File: config.mk
export PLATFORM = sky130hd
export DESIGN_NAME = dm_arbiter
export DESIGN_NICKNAME = d
export VERILOG_FILES = /design/src/rtl/dm_arb_pkg.sv /design/src/rtl/dm_arb_pick.sv /design/src/rtl/dm_arbiter.sv
export SDC_FILE = /design/constraint.sdc
export NUM_CORES = 1
export LEC_CHECK = 0
export ABC_CLOCK_PERIOD_IN_PS = 1500
export BUFFER_PORTS_ARGS = -buffer_cell sky130_fd_sc_hd__buf_4
export CORE_MARGIN = 2
export CORE_UTILIZATION = 35
export DETAILED_ROUTE_END_ITERATION = 7
export GPL_ROUTABILITY_DRIVEN = 0
export GPL_TIMING_DRIVEN = 0
export PLACE_DENSITY = 0.65
export SLEW_MARGIN = 0
export SYNTH_ARGS = -nofsm -noshare
export SYNTH_HDL_FRONTEND = slang
export SYNTH_SLANG_ARGS = --single-unit
File: constraint.sdc
create_clock -name clk -period 1.5 [get_ports clk]
set_clock_uncertainty 0.05 [all_clocks]
set_input_delay 0.075 -clock clk [delete_from_list [all_inputs] [get_ports clk]]
set_output_delay 0.075 -clock clk [all_outputs]
set_load 0.005 [all_outputs]
File: src/rtl/dm_arb_pkg.sv
// dm_arb_pkg: shared widths and FSM state type for the data-memory arbiter.
package dm_arb_pkg;
   localparam int unsigned DM_DW = 30;
   localparam int unsigned DM_AW = 10;

   typedef enum logic [1:0] {
      IDLE = 2'd0,
      ACC  = 2'd1,
      DONE = 2'd2
   } dm_state_t;
endpackage

File: src/rtl/dm_arb_pick.sv
// dm_arb_pick: grant decision between the two requesters.
// DM_ARB_ROUND_ROBIN_EN selects round-robin on conflict; otherwise requester 0 wins.
module dm_arb_pick (
   input  logic req0,
   input  logic req1,
   input  logic last,
   output logic winner
);
`ifdef DM_ARB_ROUND_ROBIN_EN
   // on conflict grant the requester that was not granted last
   always_comb begin
      winner = 1'b0;
      if (req0 && req1) winner = ~last;
      else              winner = req1;
   end
`else
   // the pointer has no meaning under fixed priority
   logic w_unused_last;
   assign w_unused_last = last;

   // fixed priority: requester 0 always wins
   always_comb begin
      winner = 1'b0;
      if (!req0 && req1) winner = 1'b1;
   end
`endif
endmodule

File: src/rtl/dm_arbiter.sv
// dm_arbiter: two-requester arbiter in front of a single-port data memory.
// One access per IDLE -> ACC -> DONE pass; DM_ARB_ROUND_ROBIN_EN enables
// round-robin conflict resolution (default build: fixed priority to port 0).
module dm_arbiter
   import dm_arb_pkg::*;
#(
   parameter int unsigned DW = DM_DW,
   parameter int unsigned AW = DM_AW
) (
   input  logic          clk,
   input  logic          rst,
   input  logic          req0,
   input  logic          req1,
   input  logic          we0,
   input  logic          we1,
   input  logic [AW-1:0] addr0,
   input  logic [AW-1:0] addr1,
   input  logic [DW-1:0] wdata0,
   input  logic [DW-1:0] wdata1,
   output logic          ack0,
   output logic          ack1,
   output logic [DW-1:0] rdata0,
   output logic [DW-1:0] rdata1,
   output logic [AW-1:0] mem_addr,
   output logic [DW-1:0] mem_wdata,
   output logic          mem_we,
   input  logic [DW-1:0] mem_rdata,
   output logic          busy
);
   dm_state_t     r_state;
   dm_state_t     w_next;
   logic          r_win;
   logic          r_we;
   logic [AW-1:0] r_addr;
   logic [DW-1:0] r_wdata;
   logic [DW-1:0] r_rdata0;
   logic [DW-1:0] r_rdata1;
   logic          w_last;
   logic          w_winner;
   logic          w_grant;

   assign w_grant = (r_state == IDLE) && (req0 || req1);

`ifdef DM_ARB_ROUND_ROBIN_EN
   logic r_last;

   // last-grant pointer, updated on every grant
   always_ff @(posedge clk) begin
      if (rst)          r_last <= 1'b1;
      else if (w_grant) r_last <= w_winner;
   end
   assign w_last = r_last;
`else
   assign w_last = 1'b1;
`endif

   dm_arb_pick u_pick (
      .req0   (req0),
      .req1   (req1),
      .last   (w_last),
      .winner (w_winner)
   );

   // state register
   always_ff @(posedge clk) begin
      if (rst) r_state <= IDLE;
      else     r_state <= w_next;
   end

   // next state and per-state outputs
   always_comb begin
      w_next = r_state;
      ack0   = 1'b0;
      ack1   = 1'b0;
      mem_we = 1'b0;
      busy   = 1'b1;
      case (r_state)
         IDLE: begin
            busy = 1'b0;
            if (w_grant) w_next = ACC;
         end
         ACC: begin
            // gating with rst keeps an aborted write out of the memory
            mem_we = r_we & ~rst;
            w_next = DONE;
         end
         DONE: begin
            ack0   = ~r_win;
            ack1   = r_win;
            w_next = IDLE;
         end
         default: w_next = IDLE;
      endcase
   end

   // latch the winner's transaction when it is granted
   always_ff @(posedge clk) begin
      if (rst) begin
         r_win   <= 1'b0;
         r_we    <= 1'b0;
         r_addr  <= '0;
         r_wdata <= '0;
      end else if (w_grant) begin
         r_win   <= w_winner;
         r_we    <= w_winner ? we1 : we0;
         r_addr  <= w_winner ? addr1 : addr0;
         r_wdata <= w_winner ? wdata1 : wdata0;
      end
   end

   // capture read data into the winner's register at the end of ACC
   always_ff @(posedge clk) begin
      if (rst) begin
         r_rdata0 <= '0;
         r_rdata1 <= '0;
      end else if (r_state == ACC && !r_we) begin
         if (r_win) r_rdata1 <= mem_rdata;
         else       r_rdata0 <= mem_rdata;
      end
   end

   assign mem_addr  = r_addr;
   assign mem_wdata = r_wdata;
   assign rdata0    = r_rdata0;
   assign rdata1    = r_rdata1;
endmodule

* Word level (Yosys, flattened, before mapping) *
Cells that the tools add are included.

storage, ports and cells
  register bits after elaboration = 104
  input bits = 116
  output and inout port bits = 104
  word-level logic and storage cells = 32

operators by class
  eq/ne operators = 3
  multiplexer cells = 10
  bitwise logic cells = 3
  reduce and logical (&&, ||, !) cells = 9

operators by type and width
  kind                                                                    number
  30-bit two-way mux                                                      1
  10-bit two-way mux                                                      1
  1-bit two-way mux                                                       6
  2-bit case mux with 2 select lines                                      1
  2-bit AND reduction                                                     2
  1-bit logical AND                                                       3
  2-bit by 1-bit equality test with 1-bit output (second input constant)  1
  2-bit equality test (second input constant)                             1
  1-bit zero test                                                         2
  2-bit zero test                                                         1
  2-bit two-way mux                                                       1
  2-bit inequality test (second input constant)                           1
  1-bit NOT                                                               2
  1-bit bitwise AND                                                       1
  1-bit logical OR                                                        1

* Logic depth before layout (Yosys ltp) *
Gate-level depths: netlist of the first run.

  depth after elaboration = 4
  depth in mapped cells = 5
  mapped depth without buffers = 4

* Hierarchy *
Synthesis of the first run repeated with hierarchy kept, for this count alone.

second synthesis, totals
  cells, all modules = 468
  area total of the unflattened synthesis = 4083.9 sq um

modules (own cells, without submodules)
  module       times used  cells an instance  area an instance (sq um)  seq. area each (sq um)
  dm_arbiter   1           467                4070.2                    2082.0
  dm_arb_pick  1           1                  13.8                      0.0

* Least setup slack after synthesis of the first run *
OpenSTA, ideal clock, no wires.

  path kind = register -> register
  start point = reg r_state[0]
  end point = reg r_rdata0[0], in the netlist rdata0[0]
  library setup time = 0.132 ns
  data arrival time = 1.186 ns
  required time = 1.318 ns
  path slack = 0.132 ns
  cell stages (with the launch flop) = 5
  cells stage by stage = dfxtp_1 > or4b_4 > buf_6 > nand2_1 > a21oi_1

on the way
  longest elaborated chain between the ends = 3

RTL lines
  element                                         RTL line           source
  from (decl)                                     dm_arbiter.sv:30   dm_state_t r_state;
  from (signal assigned)                          dm_arbiter.sv:67   else r_state <= w_next;
  2-bit by 1-bit equality test with 1-bit output  dm_arbiter.sv:116  end else if (r_state == ACC && !r_we) begin
  1-bit logical AND                               dm_arbiter.sv:116
  2-bit AND reduction (no source line)            n/a
  to (signal assigned)                            dm_arbiter.sv:118  else r_rdata0 <= mem_rdata;
  to (decl)                                       dm_arbiter.sv:36   logic [DW-1:0] r_rdata0;

No other way between the ends.
A chain may end at the register's enable or synchronous reset.

* Worst setup path in the final report of the first run *
  start point = reg r_we
  end point = reg r_rdata0[18], in the netlist rdata0[18]

on the way
  longest elaborated chain between the ends = 3

RTL lines
  element                               RTL line           source
  from (decl)                           dm_arbiter.sv:33   logic r_we;
  from (signal assigned)                dm_arbiter.sv:105  r_we <= w_winner ? we1 : we0;
  1-bit zero test                       dm_arbiter.sv:116
  1-bit logical AND                     dm_arbiter.sv:116
  2-bit AND reduction (no source line)  n/a

No other way between the ends.

==> results of run 1 <==
[cells in the mapped netlist]
cell type,instances
sky130_fd_sc_hd__dfxtp_1,104
sky130_fd_sc_hd__nand2_1,203
sky130_fd_sc_hd__a21oi_1,102
sky130_fd_sc_hd__and4bb_2,1
sky130_fd_sc_hd__o21ai_0,1
sky130_fd_sc_hd__buf_2,24
sky130_fd_sc_hd__clkbuf_1,17
sky130_fd_sc_hd__nor3_1,1
sky130_fd_sc_hd__nor2b_1,1
sky130_fd_sc_hd__nor4b_2,1
sky130_fd_sc_hd__a311oi_1,41
sky130_fd_sc_hd__buf_6,3
sky130_fd_sc_hd__and3b_1,1
sky130_fd_sc_hd__nor2_4,1
sky130_fd_sc_hd__clkbuf_2,1
sky130_fd_sc_hd__buf_1,2
sky130_fd_sc_hd__and2_1,1
sky130_fd_sc_hd__nor2_1,2
sky130_fd_sc_hd__inv_2,1
sky130_fd_sc_hd__or2_1,1
sky130_fd_sc_hd__nor3b_1,2
sky130_fd_sc_hd__nand4bb_1,1
sky130_fd_sc_hd__nand2b_1,1
sky130_fd_sc_hd__or4b_4,1
[state kept, by name (all words and copies together), names as in the netlist]
register   flops
r_we           1
r_state        2
rdata0        30
rdata1        30
r_win          1
mem_wdata     30
mem_addr      10
[power by group]
part | total [mW] | internal, mW | switching (mW)
clock | 2.55 | 1.51 | 1.04
combinational | 1.49 | 0.850 | 0.638
sequential | 3.09 | 2.96 | 0.132
total | 7.13 | 5.32 | 1.81
[layer usage]
metal | share of wire (%) | GRT usage (%) | wire length [um] | up-vias
met5 | 0 | 0 | 0 | -
met1 | 41 | 28.6 | 6340 | 2284
met4 | 2.8 | 10.0 | 436 | 0
li1 | - | - | - | 2436
met2 | 48 | 39.8 | 7450 | 227
met3 | 7.6 | 6.10 | 1170 | 37
[cell families (layout without fill, tap and decap cells)]
group	after synthesis	in the layout	synth area share, %
buffers and inverters	48	395	5.74
and+or+nand+nor	218	218	21.8
DFF	104	104	51.1
AOI/OAI and AO/OA	144	144	21.4
[per-stage QoR]
stage | instance area [sq um] | utilization, % | instances | hold WS, ns | TNS [ns]
CTS | 7360 | 64.8 | 1003 | 0.00496 | 0
detailed placement | 5890 | 51.8 | 875 | 0.293 | -1.79
global route | 7390 | 65.0 | 1004 | 0.0569 | 0
global placement | 5890 | 51.8 | 875 | 0.287 | -0.908
floorplan | 4080 | - | 514 | 0.161 | 0
finish | 7390 | 65.0 | 1004 | 0.0252 | 0
[tightest hold or removal path: cells and delay by family]
family | cells | cell delay, ns
buf+inv | 1 | 0.09
simple gates | 2 | 0.19
[worst paths after layout]
| path | start | endpoint | slack [ns] | cells past startpoint |
|---|---|---|---|---|
| max | r_we | rdata0[18] | 0.05 | 4 |
| min | req0 | r_state[0] | 0.03 | 3 |
| max reg2reg | r_we | rdata0[18] | 0.05 | 4 |
| min reg2reg | rdata1[29] | rdata1[29] | 0.41 | 2 |
[cell type report]
type	count	area [sq um]
Fill cell	905	3980
Clock inverter	6	92.6
Sequential cell	104	2090
Buffer	47	245
Timing Repair Buffer	331	2770
Clock buffer	10	239
Tap cell	143	179
Inverter	1	3.75
Multi-Input combinational cell	362	1780
[what timing repair did]
| item | CTS | global route |
|---|---|---|
| pin swaps | 0 | 1 |
| endpoints found under the setup margin | 71 | 71 |
| hold buffers | 112 | 0 |
| endpoints found under the hold margin | 101 | 0 |
| buffers inserted | 0 | 1 |
| gates resized for setup | 6 | 11 |
==> reports/summary.log, run 1 <==
qor: timing.grt_setup_unrepaired no
qor: final_layout.layout.cells.most_common_list sky130_fd_sc_hd__buf_4, sky130_fd_sc_hd__nand2_1, sky130_fd_sc_hd__dlygate4sd3_1, sky130_fd_sc_hd__a21oi_1, sky130_fd_sc_hd__dfxtp_1
qor: logic_synthesis.ys_seq_area_share 51.1%
qor: routing.detailroute.via_count 4984
qor: worst_setup_path.sum_of_buffers_and_inverters_on_the_critical_path 1
qor: power.power.total 7.13 mW
qor: logic_synthesis.synthesis.instances 514
qor: routing.route.detailed.drc 0
qor: placement.detailedPlacementHpwl 10.3 mm
qor: final_layout.mostFrequentLayoutCell sky130_fd_sc_hd__buf_4
qor: floorplan.design.die.area 12500 sq um
qor: worst_setup_path.worstSetupEndpointType flop
qor: worst_setup_path.worst_setup_sp_type flop
qor: logic_synthesis.synthDistinctLibCells 24
qor: final_layout.syn_to_final_growth 81.3%
qor: run_status.outcome finished clean
qor: timing.clock.fmax 0.690 GHz
qor: final_layout.drive_gt1_share 32.1%
qor: timing.maxSlewHeadroom 62.9%
qor: floorplan.num_rows 39
qor: worst_setup_path.type_of_the_worst_setup_path reg2reg
qor: grt.initial_antenna_violation_count 0
qor: timing.layout_min_cycle_time 1.45 ns
qor: logic_synthesis.synth.area.top_cells sky130_fd_sc_hd__dfxtp_1, sky130_fd_sc_hd__nand2_1, sky130_fd_sc_hd__a21oi_1
qor: floorplan.io_pins 220
qor: routing.avgViaCountPerCell 4.96
qor: grt.grt_start_max_net_pins 18
qor: timing.worst_pin_slew 0.557 ns
qor: clock_tree.worstSkewPairLatency 0.34 ns
qor: floorplan.core_ar 11400 sq um
qor: hold_path.timing.hold.worst.class in2reg
qor: worst_setup_path.timing.critical_path.cells or4b_4, buf_6, nand2_1, a21oi_1
qor: logic_synthesis.syn_area 4080 sq um
qor: flow_run.max_cap_violations 0
qor: power.leak 3.22 nW
qor: clock_tree.cts_htree_levels 3
qor: floorplan.die_y 112 um
qor: floorplan.x_dimension_of_the_die 112 um
qor: logic_synthesis.synth_fp_nets 630
qor: clock_tree.clock-sinks 104
qor: timing.worst_slack 0.0511 ns
qor: routing.drt-wirelength-per-cell 15.3 um
qor: power.power.density_cell_area 964 nW/um^2
qor: routing.detail_route.first_pass.iterations 5
qor: clock_tree.cts_buffers 9
qor: routing.drtAntennaViolNets 0
qor: placement.detailedPlace.worstSlack -0.0581 ns
qor: clock_tree.clk_path_buf_depth 2
qor: routing.drt_iter0_drc 351
qor: worst_setup_path.worst_path_max_delay_cell sky130_fd_sc_hd__or4b_4
qor: grt.track_usage 23.6%
qor: placement.placement.io_buffers 218
qor: logic_synthesis.yosysTopAreaCellShare 51.1%
qor: logic_synthesis.syn-mean-instance-area 7.93 sq um
qor: final_layout.antenna_cells_inserted 0
qor: clock_tree.tritoncts done
qor: timing.report.final.hold_viol_count 0
qor: worst_setup_path.cp.required 1.66 ns
qor: timing.min_period_over_period 96.6%
qor: timing.drv_slew 0
qor: logic_synthesis.ys_seq_elements 104
qor: grt.grt_pass1_wl 24.4 mm
qor: logic_synthesis.synth.yosys.warnings 0
qor: routing.wirelength 15.4 mm
qor: clock_tree.clock_transition_at_the_register_clock_pins_on_the_worst_setup_and_hold_paths_after_cts 0.07 ns
qor: clock_tree.cts_root_buf sky130_fd_sc_hd__clkbuf_16
qor: grt.via_count_of_the_first_global_routing_pass 4966
qor: worst_setup_path.max_stage_delay 0.59 ns
qor: final_layout.final_net_count 972
qor: worst_setup_path.critPathTopFamily simple AND/OR/NAND/NOR gates
qor: worst_setup_path.crit_path_max_fanout 10
qor: power.worst_ir_drop_vdd 510 uV
qor: worst_setup_path.crit_arrival 1.61 ns
qor: grt.grt_remaining_overflow 0
qor: floorplan.start_util 35.9%
qor: timing.setup-violations-final 0
qor: logic_synthesis.synth_area_leader_cell sky130_fd_sc_hd__dfxtp_1
No activity file was read; power rests on OpenSTA's default activity.
==> run 2, diff against run 1 <==
--- a/config.mk
+++ b/config.mk
@@ -5,7 +5,7 @@
 export SDC_FILE = /design/constraint.sdc
 export NUM_CORES = 1
 export LEC_CHECK = 0
-export ABC_CLOCK_PERIOD_IN_PS = 1500
+export ABC_CLOCK_PERIOD_IN_PS = 1400
 export BUFFER_PORTS_ARGS = -buffer_cell sky130_fd_sc_hd__buf_4
 export CORE_MARGIN = 2
 export CORE_UTILIZATION = 35
==> constraint.sdc (replaced) <==
create_clock -name clk -period 1.4 [get_ports clk]
set_clock_uncertainty 0.05 [all_clocks]
set_input_delay 0.07 -clock clk [delete_from_list [all_inputs] [get_ports clk]]
set_output_delay 0.07 -clock clk [all_outputs]
set_load 0.005 [all_outputs]
==> reports/summary.log, run 2 (synthesis gave the netlist of run 1 again) <==
qor: power.internal-power 5.71 mW [+7.3%]
qor: final_layout.finish.instance_area 7420 sq um [+0.39%]
qor: placement.detailedPlacementHpwl 10.3 mm [unchanged]
qor: power.total_switching_power 1.94 mW [+7.3%]
qor: routing.drtAntennaViolNets 0 [unchanged]
qor: clock_tree.clk_path_buf_depth 2 [unchanged]
qor: floorplan.start_util 35.9% [unchanged]
qor: worst_setup_path.worst_setup_sp_type flop
qor: timing.final.setup.tns -0.790 ns [-0.790 ns]
qor: timing.worst_slack -0.0395 ns [-0.0906 ns]
qor: final_layout.syn_to_final_growth 82.0%
qor: power.power.total 7.65 mW [+7.3%]
qor: placement.placement.cell_area 5890 sq um [unchanged]
qor: final_layout.final_net_count 973 [+0.10%]
qor: floorplan.num_rows 39 [unchanged]
qor: clock_tree.cts_root_buf sky130_fd_sc_hd__clkbuf_16
qor: flow_run.max_cap_violations 0 [unchanged]
qor: timing.setup-violations-final 30 [+30]
qor: timing.worst_pin_slew 0.534 ns [-0.0232 ns]
qor: routing.detailroute.via_count 4983 [-0.020%]
qor: floorplan.x_dimension_of_the_die 112 um [unchanged]
qor: timing.grt_setup_unrepaired yes
qor: routing.drt_iter0_drc 314 [-11%]
qor: routing.avgViaCountPerCell 4.96 [-0.12%]
qor: power.share_seq_of_total_power 43.2% [about the same]
qor: power.netSwitchingFraction 25.4% [about the same]
qor: run_status.outcome complete, but fails checks
qor: placement.dpl.cell_count 875 [unchanged]
qor: routing.detail_route.first_pass.iterations 5 [unchanged]
qor: timing.layout_min_cycle_time 1.44 ns [-0.00944 ns]
qor: timing.report.final.hold_viol_count 0 [unchanged]
qor: clock_tree.cts_buffers 9 [unchanged]
qor: worst_setup_path.crit_arrival 1.60 ns [about the same]
qor: power.power.density_cell_area 1030 nW/um^2 [+6.9%]
qor: power.worst_ir_drop_vdd 544 uV [+6.7%]
qor: final_layout.mostFrequentLayoutCell sky130_fd_sc_hd__buf_4
qor: final_layout.layoutNonFillerInstCount 1005 [+0.10%]
qor: worst_setup_path.crit_path_start r_win
qor: clock_tree.worstSkewPairLatency 0.34 ns [about the same]
qor: grt.via_count_of_the_first_global_routing_pass 4979 [+0.26%]
qor: power.power.combinational.fraction 21.0% [about the same]
qor: timing.maxSlewHeadroom 64.4% [+1.5 points]
qor: worst_setup_path.cp.required 1.56 ns [-0.10 ns]
qor: clock_tree.clock_transition_at_the_register_clock_pins_on_the_worst_setup_and_hold_paths_after_cts 0.07 ns [about the same]
qor: worst_setup_path.worstSetupEndpointType flop
qor: timing.min_period_over_period 103% [+6.2 points]
qor: power.leak 3.23 nW [+0.29%]
qor: floorplan.io_pins 220 [unchanged]
qor: routing.wirelength 15.4 mm [+0.35%]
qor: clock_tree.cts_htree_levels 3 [unchanged]
qor: worst_setup_path.cp-endpoint rdata0[12]
qor: grt.grt_start_max_net_pins 18 [unchanged]
qor: routing.drt-wirelength-per-cell 15.4 um [+0.25%]
qor: worst_setup_path.type_of_the_worst_setup_path reg2reg
qor: floorplan.design.die.area 12500 sq um [unchanged]
qor: worst_setup_path.worst_r2r_setup_slack -0.04 ns [-0.09 ns]
qor: final_layout.layout.cells.most_common_list sky130_fd_sc_hd__buf_4, sky130_fd_sc_hd__nand2_1, sky130_fd_sc_hd__dlygate4sd3_1, sky130_fd_sc_hd__a21oi_1, sky130_fd_sc_hd__dfxtp_1
qor: grt.grt_remaining_overflow 0 [unchanged]
qor: floorplan.core_ar 11400 sq um [unchanged]
qor: power.power.clock.fraction 35.8% [about the same]
qor: placement.placement.io_buffers 218 [unchanged]
qor: clock_tree.tritoncts done
qor: timing.clock.fmax 0.695 GHz [+0.66%]
qor: worst_setup_path.critical_path.reg2reg.startpoint r_win
qor: final_layout.drive_gt1_share 32.0% [-0.037 points]
qor: final_layout.antenna_cells_inserted 0 [unchanged]
qor: routing.route.detailed.drc 0 [unchanged]
qor: run_status.failed_checks setup timing
qor: worst_setup_path.ff2ff_path_depth 4 [unchanged]
qor: floorplan.die_y 112 um [unchanged]
qor: grt.initial_antenna_violation_count 0 [unchanged]
qor: timing.drv_slew 0 [unchanged]
qor: worst_setup_path.crit-reg2reg-capture rdata0[12]
qor: final_layout.fill_cells 904 [-0.11%]
qor: grt.grt_pass1_wl 24.4 mm [about the same]
qor: clock_tree.clock-sinks 104 [unchanged]
qor: worst_setup_path.crit_path_max_fanout 10 [unchanged]
qor: hold_path.timing.hold.worst.class in2reg
qor: grt.track_usage 23.6% [about the same]
## run 2: final cells by class
type | instances | area (sq um) | share of cell area (%)
plain buffers | 47 | 259 | 3.49
clock inverters | 6 | 92.6 | 1.25
inverters | 1 | 3.75 | 0.0506
repair buffers | 332 | 2780 | 37.4
flip-flops and latches | 104 | 2090 | 28.2
multi-input cells | 362 | 1780 | 24.0
well taps | 143 | 179 | 2.41
clock buffers | 10 | 239 | 3.22
## run 2: critical path, stage by stage, from the launching register on
cell and delay (ns):
sky130_fd_sc_hd__dfxtp_4 0.37, sky130_fd_sc_hd__or4b_4 0.59, sky130_fd_sc_hd__buf_6 0.17, sky130_fd_sc_hd__nand2_1 0.07, sky130_fd_sc_hd__a21oi_1 0.07
## run 2: how the worst min path moves through the flow
stage	start	end	slack, ns	cells after the start
after detailed placement	mem_rdata[9]	rdata0[9]	0.29	3
final	req1	r_state[0]	0.03	3
after CTS	req1	r_state[0]	0.004	3
after global placement	mem_rdata[29]	rdata0[29]	0.28	3
after floorplan	mem_rdata[0]	rdata0[0]	0.16	2
after global routing	req1	r_state[0]	0.06	3
## run 2: metal layers
| layer | part of all wire, % | up-vias | track usage [%] |
|---|---|---|---|
| li1 | - | 2442 | - |
| met1 | 41 | 2263 | 28.6 |
| met2 | 48 | 237 | 39.9 |
| met3 | 7.9 | 41 | 6.10 |
| met4 | 3.0 | 0 | 10.0 |
| met5 | 0 | - | 0 |
## run 2: timing repair
| item | CTS | global route |
|---|---|---|
| setup endpoints to repair | 71 | 72 |
| resized for setup | 12 | 14 |
| hold endpoints to repair | 102 | 0 |
| hold buffers | 113 | 0 |
| pin swaps | 1 | 2 |
| setup buffers | 0 | 1 |
## run 2: power groups by stage
stage	logic (mW)	clock network, mW	registers (mW)
global route	1.75	2.91	3.33
CTS	1.56	2.78	3.31
floorplan	0.548	0	3.36
global placement	1.28	0	3.36
finish	1.61	2.74	3.31
detailed placement	1.30	0	3.36
## run 2: metrics by stage
step | setup WS, ns | util, % | hold slack [ns]
after floorplan | 0.0319 | - | 0.156
after CTS | -0.0346 | 64.9 | 0.00434
after detailed placement | -0.158 | 51.8 | 0.288
final | -0.0395 | 65.3 | 0.0261
after global placement | -0.137 | 51.8 | 0.282
after global routing | -0.0864 | 65.3 | 0.0590
==> run 3, diff against run 2 <==
--- a/config.mk
+++ b/config.mk
@@ -5,8 +5,8 @@
 export SDC_FILE = /design/constraint.sdc
 export NUM_CORES = 1
 export LEC_CHECK = 0
-export ABC_CLOCK_PERIOD_IN_PS = 1400
-export BUFFER_PORTS_ARGS = -buffer_cell sky130_fd_sc_hd__buf_4
+export ABC_CLOCK_PERIOD_IN_PS = 1640
+export BUFFER_PORTS_ARGS = -buffer_cell sky130_fd_sc_hd__buf_2
 export CORE_MARGIN = 2
 export CORE_UTILIZATION = 35
 export DETAILED_ROUTE_END_ITERATION = 7
==> constraint.sdc (replaced) <==
create_clock -name clk -period 1.64 [get_ports clk]
set_clock_uncertainty 0.05 [all_clocks]
set_input_delay 0.082 -clock clk [delete_from_list [all_inputs] [get_ports clk]]
set_output_delay 0.082 -clock clk [all_outputs]
set_load 0.005 [all_outputs]
==> reports/summary.log, run 3 (synthesis gave the netlist of run 1 again) <==
qor: routing.detailroute.via_count 5052 [+1.4%]
qor: timing.grt_setup_unrepaired no
qor: routing.detail_route.first_pass.iterations 6 [+1]
qor: clock_tree.clock-sinks 104 [unchanged]
qor: clock_tree.worstSkewPairLatency 0.35 ns [about the same]
qor: grt.grt_start_max_net_pins 16 [-2]
qor: power.power.density_cell_area 903 nW/um^2 [-12%]
qor: routing.wirelength 15.3 mm [-1.2%]
qor: routing.route.detailed.drc 0 [unchanged]
qor: grt.track_usage 23.9% [+0.25 points]
qor: timing.worst_pin_slew 0.561 ns [+0.0274 ns]
qor: final_layout.final_core_util 59.8% [-5.5 points]
qor: placement.detailedPlacementHpwl 10.1 mm [-2.0%]
qor: routing.drtAntennaViolNets 0 [unchanged]
qor: worst_setup_path.cp-endpoint mem_wdata[18]
qor: placement.placement.io_buffers 218 [unchanged]
qor: routing.drt_iter0_drc 309 [-1.6%]
qor: floorplan.core_ar 11400 sq um [unchanged]
qor: power.leak 3.12 nW [-3.6%]
qor: final_layout.finish.instance_area 6800 sq um [-8.4%]
qor: clock_tree.cts_buffers 9 [unchanged]
qor: floorplan.x_dimension_of_the_die 112 um [unchanged]
qor: floorplan.design.die.area 12500 sq um [unchanged]
qor: clock_tree.cts_htree_levels 3 [unchanged]
qor: clock_tree.tritoncts done
qor: timing.maxSlewHeadroom 62.6% [-1.8 points]
qor: clock_tree.cts_root_buf sky130_fd_sc_hd__clkbuf_16
qor: worst_setup_path.ff2ff_path_depth 5 [+1]
qor: grt.via_count_of_the_first_global_routing_pass 5064 [+1.7%]
qor: floorplan.num_rows 39 [unchanged]
qor: grt.grt_pass1_wl 24.3 mm [-0.57%]
qor: timing.layout_min_cycle_time 1.52 ns [+0.0843 ns]
qor: worst_setup_path.timing.critical_path.cells nor2_4, inv_2, nor2_2, buf_2, a311oi_1
qor: grt.initial_antenna_violation_count 0 [unchanged]
qor: placement.dpl.cell_count 875 [unchanged]
qor: timing.clock.fmax 0.656 GHz [-5.5%]
qor: final_layout.antenna_cells_inserted 0 [unchanged]
qor: flow_run.max_cap_violations 0 [unchanged]
qor: clock_tree.clock_transition_at_the_register_clock_pins_on_the_worst_setup_and_hold_paths_after_cts 0.06 ns [about the same]
qor: clock_tree.clk_path_buf_depth 2 [unchanged]
qor: final_layout.drive_gt1_share 31.8% [-0.20 points]
qor: worst_setup_path.max_stage_delay 0.42 ns [-0.17 ns]
qor: floorplan.die_y 112 um [unchanged]
qor: routing.drt-wirelength-per-cell 15.2 um [-1.2%]
qor: timing.drv_slew 0 [unchanged]
qor: timing.hold_slack 0.0266 ns [+0.000542 ns]
qor: timing.setup-violations-final 0 [-100%]
qor: clock_tree.cts_setup_buffers 0 [unchanged]
qor: worst_setup_path.cp.required 1.80 ns [+0.24 ns]
qor: routing.avgViaCountPerCell 5.03 [+1.5%]
qor: timing.min_period_over_period 92.9% [-9.9 points]
qor: placement.placement.cell_area 5350 sq um [-9.3%]
qor: final_layout.syn_to_final_growth 66.7%
qor: worst_setup_path.worst_r2r_setup_slack 0.12 ns [+0.16 ns]
qor: final_layout.final_net_count 973 [unchanged]
qor: timing.final.setup.tns 0 ns [+0.790 ns]
qor: run_status.outcome finished clean
qor: worst_setup_path.crit_path_max_fanout 10 [unchanged]
qor: final_layout.mostFrequentLayoutCell sky130_fd_sc_hd__buf_2
qor: final_layout.layoutNonFillerInstCount 1004 [-0.10%]
qor: final_layout.layout.cells.most_common_list sky130_fd_sc_hd__buf_2, sky130_fd_sc_hd__nand2_1, sky130_fd_sc_hd__dlygate4sd3_1, sky130_fd_sc_hd__dfxtp_1, sky130_fd_sc_hd__a21oi_1
qor: worst_setup_path.crit_path_start r_state[1]
qor: floorplan.io_pins 220 [unchanged]
qor: floorplan.start_util 35.9% [unchanged]
qor: grt.grt_remaining_overflow 0 [unchanged]
qor: worst_setup_path.worst_path_max_delay_cell sky130_fd_sc_hd__dfxtp_1
qor: worst_setup_path.type_of_the_worst_setup_path reg2reg
qor: timing.report.final.hold_viol_count 0 [unchanged]
qor: hold_path.timing.hold.worst.class in2reg
qor: worst_setup_path.crit_arrival 1.68 ns [+0.08 ns]
qor: power.worst_ir_drop_vdd 800 uV [+47%]
qor: worst_setup_path.worst_setup_sp_type flop
qor: worst_setup_path.crit-reg2reg-capture mem_wdata[18]
qor: worst_setup_path.worstSetupEndpointType flop
qor: worst_setup_path.critical_path.reg2reg.startpoint r_state[1]
## run 3: changes by cell type in the layout (fill, tap and decap cells not counted), moves of 2 or more
cell	before	now
sky130_fd_sc_hd__buf_4	227	0
sky130_fd_sc_hd__dfxtp_1	100	103
sky130_fd_sc_hd__clkbuf_2	1	8
sky130_fd_sc_hd__clkinvlp_4	2	0
sky130_fd_sc_hd__clkinv_2	0	3
sky130_fd_sc_hd__clkbuf_1	17	13
sky130_fd_sc_hd__buf_2	17	242
sky130_fd_sc_hd__clkinv_4	2	0
sky130_fd_sc_hd__dfxtp_4	2	0
## run 3: layout make-up
type	count	area, sq um
fillers	985	4570
clock buffers	11	243
inverters	1	3.75
plain buffers	47	239
repair buffers	332	2230
multi-input cells	362	1770
flip-flops and latches	104	2080
clock inverters	4	45.0
well taps	143	179
## run 3: power breakdown
group	internal [mW]	switching (mW)
logic	0.608	0.578
clock network	1.21	0.929
registers	2.70	0.111
total	4.52	1.62
## run 3: worst min-delay path by stage
| stage | start | endpoint | slack [ns] | depth (start not counted) |
|---|---|---|---|---|
| 2_1_floorplan | mem_rdata[0] | rdata0[0] | 0.17 | 2 |
| 3_3_place_gp | mem_rdata[29] | rdata0[29] | 0.29 | 3 |
| 3_5_place_dp | mem_rdata[29] | rdata0[29] | 0.29 | 3 |
| 4_1_cts | rst | r_state[1] | 0.03 | 2 |
| 5_1_grt | rst | r_state[1] | 0.05 | 2 |
| 6_report | rst | r_state[1] | 0.03 | 2 |
## run 3: worst max-delay path, delay by kind of cell, from the launching register on
family	cells	cell delay [ns]
AOI/OAI and AO/OA	1	0.12
buffers and inverters	2	0.36
DFF	1	0.42
and+or+nand+nor	2	0.44
## run 3: layer usage
metal / vias up / GRT usage [%] / share of wire [%]
li1: 2436 / - / -
met1: 2302 / 27.3 / 40
met4: 0 / 8.86 / 2.8
met5: - / 0 / 0
met2: 272 / 41.6 / 49
met3: 42 / 7.89 / 8.6
## run 3: through the flow
stage                     setup slack, ns  total power [mW]
after CTS                          0.0448              6.14
after global placement              0.105              3.78
after global routing               0.0124              6.41
after detailed placement           0.0510              3.81
final                               0.116              6.14
after floorplan                     0.272              3.33
## run 3: repair_timing
item,4_1_cts,5_1_grt
hold buffers,114,0
resized for setup,0,15
setup endpoints to repair,0,51
hold endpoints to repair,102,0
